## src/rtl/seq_detector_param.sv

```systemverilog
// seq_detector_param: runtime-programmable serial bit-sequence detector.
// Matches a pattern of 1..MAX_LEN bits, with overlapping or non-overlapping
// detection, and skips cycles where x_valid is low.
// Optional feature: define SEQ_DET_CNT_EN to build a saturating match counter;
// without it match_count is tied to zero and cnt_clr is ignored.
module seq_detector_param #(
    parameter int MAX_LEN = 8,
    parameter int CNT_W   = 8,
    localparam int LEN_W  = $clog2(MAX_LEN + 1)
) (
    input  logic               clk,
    input  logic               reset_n,
    input  logic               x,
    input  logic               x_valid,
    input  logic               cfg_load,
    input  logic [MAX_LEN-1:0] cfg_pattern,
    input  logic [LEN_W-1:0]   cfg_len,
    input  logic               cfg_overlap,
    input  logic               cnt_clr,
    output logic               z,
    output logic               cfg_err,
    output logic [CNT_W-1:0]   match_count
);

    localparam logic [LEN_W-1:0] LEN_MAX = LEN_W'(MAX_LEN);

    // Active configuration
    logic [MAX_LEN-1:0] pat_q, pat_d;
    logic [LEN_W-1:0]   len_q, len_d;
    logic               ovl_q, ovl_d;
    logic               err_q, err_d;

    // Datapath state: hist_q[0] is the newest bit; fill_q counts usable bits
    logic [MAX_LEN-1:0] hist_q, hist_d;
    logic [LEN_W-1:0]   fill_q, fill_d;
    logic               z_q, z_d;

    // Candidate values for a valid-bit edge
    logic [MAX_LEN-1:0] hist_shift;
    logic [LEN_W-1:0]   fill_inc;
    logic [MAX_LEN-1:0] len_mask;
    logic               match;

    // Compare window: only the low len bits of pattern/history take part
    always_comb begin
        for (int i = 0; i < MAX_LEN; i++) begin
            len_mask[i] = (i < int'(len_q));
        end
    end

    // Post-shift history and fill, and the match condition on them
    always_comb begin
        hist_shift = {hist_q[MAX_LEN-2:0], x};
        fill_inc   = (fill_q >= LEN_MAX) ? LEN_MAX : fill_q + 1'b1;
        match      = (fill_inc >= len_q) &&
                     (((hist_shift ^ pat_q) & len_mask) == '0) &&
                     !err_q;
    end

    // Next-state selection: config load beats data; a stall holds everything but z
    always_comb begin
        // NOTE: every output of this block gets a default first, so no path
        // leaves a variable unassigned and no latch is inferred.
        pat_d  = pat_q;
        len_d  = len_q;
        ovl_d  = ovl_q;
        err_d  = err_q;
        hist_d = hist_q;
        fill_d = fill_q;
        z_d    = 1'b0;
        if (cfg_load) begin
            pat_d  = cfg_pattern;
            len_d  = cfg_len;
            ovl_d  = cfg_overlap;
            err_d  = (cfg_len == '0) || (cfg_len > LEN_MAX);
            hist_d = '0;
            fill_d = '0;
        end else if (x_valid) begin
            hist_d = hist_shift;
            fill_d = (match && !ovl_q) ? '0 : fill_inc;
            z_d    = match;
        end
    end

    // State registers with asynchronous reset to the documented defaults
    always_ff @(posedge clk or negedge reset_n) begin
        // NOTE: sequential state uses non-blocking assignments so every
        // register samples the pre-edge values regardless of statement order.
        if (!reset_n) begin
            pat_q  <= '0;
            len_q  <= LEN_MAX;
            ovl_q  <= 1'b1;
            err_q  <= 1'b0;
            hist_q <= '0;
            fill_q <= '0;
            z_q    <= 1'b0;
        end else begin
            pat_q  <= pat_d;
            len_q  <= len_d;
            ovl_q  <= ovl_d;
            err_q  <= err_d;
            hist_q <= hist_d;
            fill_q <= fill_d;
            z_q    <= z_d;
        end
    end

    assign z       = z_q;
    assign cfg_err = err_q;

`ifdef SEQ_DET_CNT_EN
    logic [CNT_W-1:0] cnt_q;

    // Saturating match counter; clear takes priority over a same-edge increment
    always_ff @(posedge clk or negedge reset_n) begin
        if (!reset_n) begin
            cnt_q <= '0;
        end else if (cnt_clr) begin
            cnt_q <= '0;
        end else if (z_d && (cnt_q != '1)) begin
            cnt_q <= cnt_q + 1'b1;
        end
    end

    assign match_count = cnt_q;
`else
    logic unused_cnt_clr;
    assign unused_cnt_clr = cnt_clr;
    assign match_count    = '0;
`endif

endmodule

```

## config.mk

```make
export PLATFORM = sky130hd
export DESIGN_NAME = seq_detector_param
export DESIGN_NICKNAME = d
export VERILOG_FILES = /design/src/rtl/seq_detector_param.sv
export SDC_FILE = /design/constraint.sdc
export NUM_CORES = 1
export LEC_CHECK = 0
export BUFFER_PORTS_ARGS = -buffer_cell sky130_fd_sc_hd__buf_2
export CAP_MARGIN = 40
export CORE_MARGIN = 8
export CORE_UTILIZATION = 39
export CTS_BUF_LIST = sky130_fd_sc_hd__clkbuf_4
export DETAILED_ROUTE_END_ITERATION = 8
export GPL_TIMING_DRIVEN = 0
export PLACE_DENSITY = 0.73
export SYNTH_ARGS = -nofsm -noshare
export SYNTH_HDL_FRONTEND = slang
export SYNTH_SLANG_ARGS = --single-unit
```

## constraint.sdc

```tcl
create_clock -name clk -period 1.95 [get_ports clk]
set_input_delay 0.195 -clock clk [delete_from_list [all_inputs] [get_ports clk]]
set_output_delay 0.195 -clock clk [all_outputs]
set_load 0.01 [all_outputs]
```

Yosys cells after proc, flatten, opt, wreduce, memory -nomap -nowiden
Index checks and enable logic that the tools add are counted.
Cells by class
  add/subtract/negate cells: 1
  multiply operators: 0
  divide/modulo/power cells: 0
  $lt $le $gt $ge: 11
  equality and inequality tests: 0
  shifts and indexed selects: 0
  multiplexer cells: 8
  bitwise gates (word level): 2
  reduce and logical (&&, ||, !) cells: 9
Operators by type and width (count)
  3-bit by 4-bit less-than comparator with 1-bit output (first input constant): 4
  4-bit 2-to-1 mux: 4
  7-bit 2-to-1 mux: 2
  8-bit AND: 1
  8-bit zero test: 1
  1-bit by 4-bit less-than comparator with 1-bit output (first input constant): 2
  2-bit by 4-bit less-than comparator with 1-bit output (first input constant): 2
  8-bit bitwise XOR: 1
  4-bit by 1-bit adder with 4-bit output (second input constant): 1
  4-bit greater-or-equal comparator: 1
  4-bit greater-or-equal comparator (second input constant): 1
  4-bit greater-than comparator (second input constant): 1
  4-bit zero test: 1
  1-bit logical AND: 3
  1-bit zero test: 2
  1-bit 2-to-1 mux: 2
  2-bit nonzero test: 1
  1-bit logical OR: 1
Word-level totals
  register bits after elaboration: 26
  bits in latches: 0
  RAM bits: 0
  bits in read-only memories: 0
  input bits: 19
  output and inout port bits: 10
  word-level logic and storage cells: 38
  memories: 0

Logic depth before layout (Yosys ltp)
  depth in word-level cells: 9
  mapped depth: 8

Worst setup path after synthesis
No wires, ideal clock.
  path kind: register -> register
  start: register fill_q[0]
  end: register fill_q[3]
  setup time: 0.094 ns
  data arrival time: 1.818 ns
  slack: 0.038 ns
  stages on the path, launching flop included: 8
  clock period less this slack: 1.912 ns
  path through: dfrtp_1 -> inv_1 -> ha_1 -> nor2b_1 -> ha_1 -> a2111oi_2 -> o41ai_1 -> a211oi_1
Between the ends
  longest elaborated chain between the ends: 9
  elaborated cells between the ends (all ways): 10
  those cells by class: add/sub: 1; order compare: 2; mux: 4; reduce/logical: 3
RTL lines
  start, declared: RTL line 35  | logic [LEN_W-1:0] fill_q, fill_d;
  start signal, assigned: RTL line 103  | fill_q <= fill_d;
  4-bit by 1-bit adder with 4-bit output or 4-bit greater-or-equal comparator (tied branches): RTL line 54  | fill_inc = (fill_q >= LEN_MAX) ? LEN_MAX : fill_q + 1'b1;
  4-bit 2-to-1 mux *: RTL line 54
  4-bit greater-or-equal comparator: RTL line 55  | match = (fill_inc >= len_q) &&
  1-bit logical AND: RTL line 55
  1-bit logical AND: RTL line 56  | (((hist_shift ^ pat_q) & len_mask) == '0) &&
  1-bit logical AND: RTL line 80  | fill_d = (match && !ovl_q) ? '0 : fill_inc;
  4-bit 2-to-1 mux *: RTL line 80
  4-bit 2-to-1 mux *: RTL line 78  | end else if (x_valid) begin
  4-bit 2-to-1 mux *: RTL line 71  | if (cfg_load) begin
Every way passes the cells marked *; elsewhere a longest branch is shown, timed or not. The select of a mux whose other input is x is not followed.
A chain may end at the register's enable or synchronous reset.

Final worst setup path
  start: register fill_q[0]
  end: register fill_q[2]
Same word-level chain as after synthesis.

==> summary.md <==
| Metric | Value |
|---|---|
| Starting Density | `0.407` |
| Antenna viol nets, final | `0` |
| Fill cell count | `337` |
| Worst EP required | `about 2.2 ns` |
| Post-Syn Area | `0.00149 mm^2` |
| Critical-path cell with the highest stage delay | `dfrtp_1` |
| Vias/cell | `roughly 5` |
| Max-slew headroom | `0.547` |
| Slew Viols, Final | `0` |
| Fin crit period | `~2 ns` |
| Gate Count Post-Synth | `137` |
| Root Driver | `clkbuf_4` |
| Seq/Total Area, Yosys | `0.439` |
| Maximum Capacitance Violations | `0` |
| Pin count of the biggest net entering global routing | `27` |
| RSZ-0062 raised after global routing | `yes` |
| Synth Register Bits | `26` |
| P per Cell Area | `782 mW/mm^2` |
| Clk slew on worst S/H paths | `0.13 ns` |
| Cell variety after synth | `37` |
| Clock latency on the worst-skew pair | `between 0.3 and 0.4 ns` |
| Max Fclk | `just under 0.5 GHz` |
| CTS tree | `yes` |
| Max incr delay on CP | `~0.42 ns` |
| CTS max path bufs | `2` |
| DR vias | `1086` |
| CP Cell Sequence | `buf_6, ha_4, xnor2_2, nor2_1, ha_2, o21a_1, nor2_4, nor2_2, a311oi_1` |
| Core Box Area | `between 0.003 and 0.004 mm^2` |
| List of most frequent post-synthesis cells | `dfrtp_1 (24), nor2_1 (13), inv_1 (9), mux2i_1 (9)` |
| Critical path arrival | `2.29 ns` |
| Synthesized area per cell | `10.9 um^2` |
| I/O Pins | `29` |
| First-pass GRT wire length | `roughly 5.3 mm` |
| Yosys top cell area share | `0.403` |
| Die area | `0.00605 mm^2` |
| Static Leak | `0.000827 uW` |
| Slew at the pin with the worst max-slew slack | `0.679 ns` |
| Status | `finished with violations` |
| Top-count cell post-synth | `dfrtp_1` |
| Post-route DRC | `0` |
| EDFF count, synth | `0` |
| ANT cells | `0` |
| Failing checks | `negative setup slack` |
| Htree depth | `1` |
| Max Clock Skew | `~0.0069 ns` |
| Nets | `196` |
| Maximum vdd ir drop | `0.000570 V` |
| CTS Buf Count | `3` |
| Worst hold slack | `0.0623 ns` |
| Post-synth ARST share | `1.00` |
| Synth Flop Type | `dfrtp_1` |
| Synth area leader | `dfrtp_1` |
| Clk sink count | `26` |
| Wire per inst | `14.1 um` |
| Fin Setup TNS | `-0.427 ns` |
| Initial antenna violation count | `0` |
| Kind of critical path | `reg2reg` |
| Cell Rows | `22` |
| Hold/Removal Path Class | `in2reg` |
| Synth top area cells | `dfrtp_1 (40%), mux2i_1 (6.1%), mux2_2 (6.1%)` |
| Pre-Repair DR Iteration Count | `4` |
| Number of global-route vias before repair | `1184` |
| Global Route Usage Sum | `0.107` |
| Final setup fails | `5` |
| Top fanout value on the critical path | `4` |
| Area Overhead vs Synth | `22.5%` |
| Overflow after GRT | `0` |
| Dpl hpwl | `roughly 2.3 mm` |
| Period utilisation layout | `1.06` |
| Gp weighted congestion | `0.834` |
| Worst setup margin | `-0.111 ns` |
| Yosys Warn Count | `0` |
| Final Hold Vio Count | `0` |
| Die H | `~78 um` |
| Routed wire length | `3.06 mm` |
| Share of cells above drive strength 1 | `0.367` |
| DRT iter0 DRCs | `25` |
| PortBufs | `18` |
| CP Capture Type | `flop` |
| Critical path startpoint category | `flop` |
| DIE WIDTH | `approximately 78 um` |
[report_power, final]
group / leakage (uW) / internal (uW) / switching (uW)
Clock: 0.0000138 / 72.2 / 149
Sequential: 0.000324 / 592 / 53.7
Combinational: 0.000489 / 294 / 267
[logic make-up (layout without fill, tap and decap cells)]
family,after synthesis,in the layout,share of synthesized area
other cells,1,8,0.00252
flops,26,26,0.439
simple gates,32,32,0.103
fa+ha+maj,6,6,0.0504
mux,19,19,0.136
xor+xnor,10,10,0.0689
buf+inv,21,46,0.0782
compound gates,22,22,0.122
[final timing paths]
kind	start	to	slack [ns]	cells past startpoint
worst max register to register	fill_q[0]	fill_q[2]	-0.11	9
worst min register to register	pat_q[1]	pat_q[1]	0.55	1
worst min-delay path	cfg_load	len_q[3]	0.06	2
min in group asynchronous	reset_n	cfg_err	0.39	2
max in group asynchronous	reset_n	fill_q[3]	1.15	2
worst max-delay path	fill_q[0]	fill_q[2]	-0.11	9
[timing repair]
| item | 4_1_cts | 5_1_grt |
|---|---|---|
| cloned | 0 | 0 |
| endpoints found under the hold margin | 24 | 0 |
| gates resized for setup | 16 | 2 |
| pin swaps | 3 | 5 |
| buffers inserted | 3 | 0 |
| endpoints found under the setup margin | 5 | 5 |
| hold buffers | 1 | 0 |
[critical path, delay by kind of cell, from the launching register on]
family / cells / cell delay [ns]
buf+inv: 1 / 0.14
simple gates: 3 / 0.37
fa+ha+maj: 2 / 0.45
compound gates: 2 / 0.47
xor+xnor: 1 / 0.13
flops: 1 / 0.42
[cell usage in the layout, fill, tap and decap left out, drive strengths merged, types with 2 or more instances in the layout]
| master | instances |
|---|---|
| nand2 | 7 |
| mux2i | 9 |
| o221ai | 2 |
| clkbuf | 5 |
| a2111oi | 2 |
| a21oi | 3 |
| xnor2 | 10 |
| a211oi | 3 |
| ha | 6 |
| buf | 31 |
| nor3 | 4 |
| o22ai | 3 |
| nand2b | 2 |
| mux2 | 10 |
| nor2 | 13 |
| dfrtp | 24 |
| conb | 8 |
| dfstp | 2 |
| o21ai | 5 |
| inv | 9 |
[state kept, by name, summed over array words and instances, names as in the netlist]
signal,flops
ovl_q,1
len_q,4
fill_q,4
z,1
pat_q,8
cfg_err,1
hist_q,7
[cell type report]
cell class | instances | area [um^2] | area share
multi-input combinational | 97 | 845 | 0.463
clock buffer | 3 | 22.5 | 0.0123
timing repair buffer | 22 | 126 | 0.0693
inverter | 9 | 33.8 | 0.0185
buffer | 12 | 82.6 | 0.0453
tap | 48 | 60.1 | 0.0329
sequential | 26 | 654 | 0.359
[per-stage QoR]
step	total power, uW	util	setup slack [ns]	cell area, um^2	instances
6_report	1430	0.498	-0.111	1820	217
5_1_grt	1510	0.498	-0.227	1820	217
4_1_cts	1410	0.496	-0.0523	1820	217
3_5_place_dp	1020	0.455	-0.229	1670	210
3_3_place_gp	1010	0.455	-0.207	1670	210
2_1_floorplan	930	-	0.0384	1520	144
[metal layers]
layer,wire (um),vias up,GRT usage,part of all wire
met4,31,0,0.0340,0.010
li1,-,530,-,-
met5,0,-,0,0
met1,1330,516,0.130,0.43
met3,210,4,0.0323,0.069
met2,1490,36,0.175,0.49
Note: power is estimated with default switching activity, not from simulation.
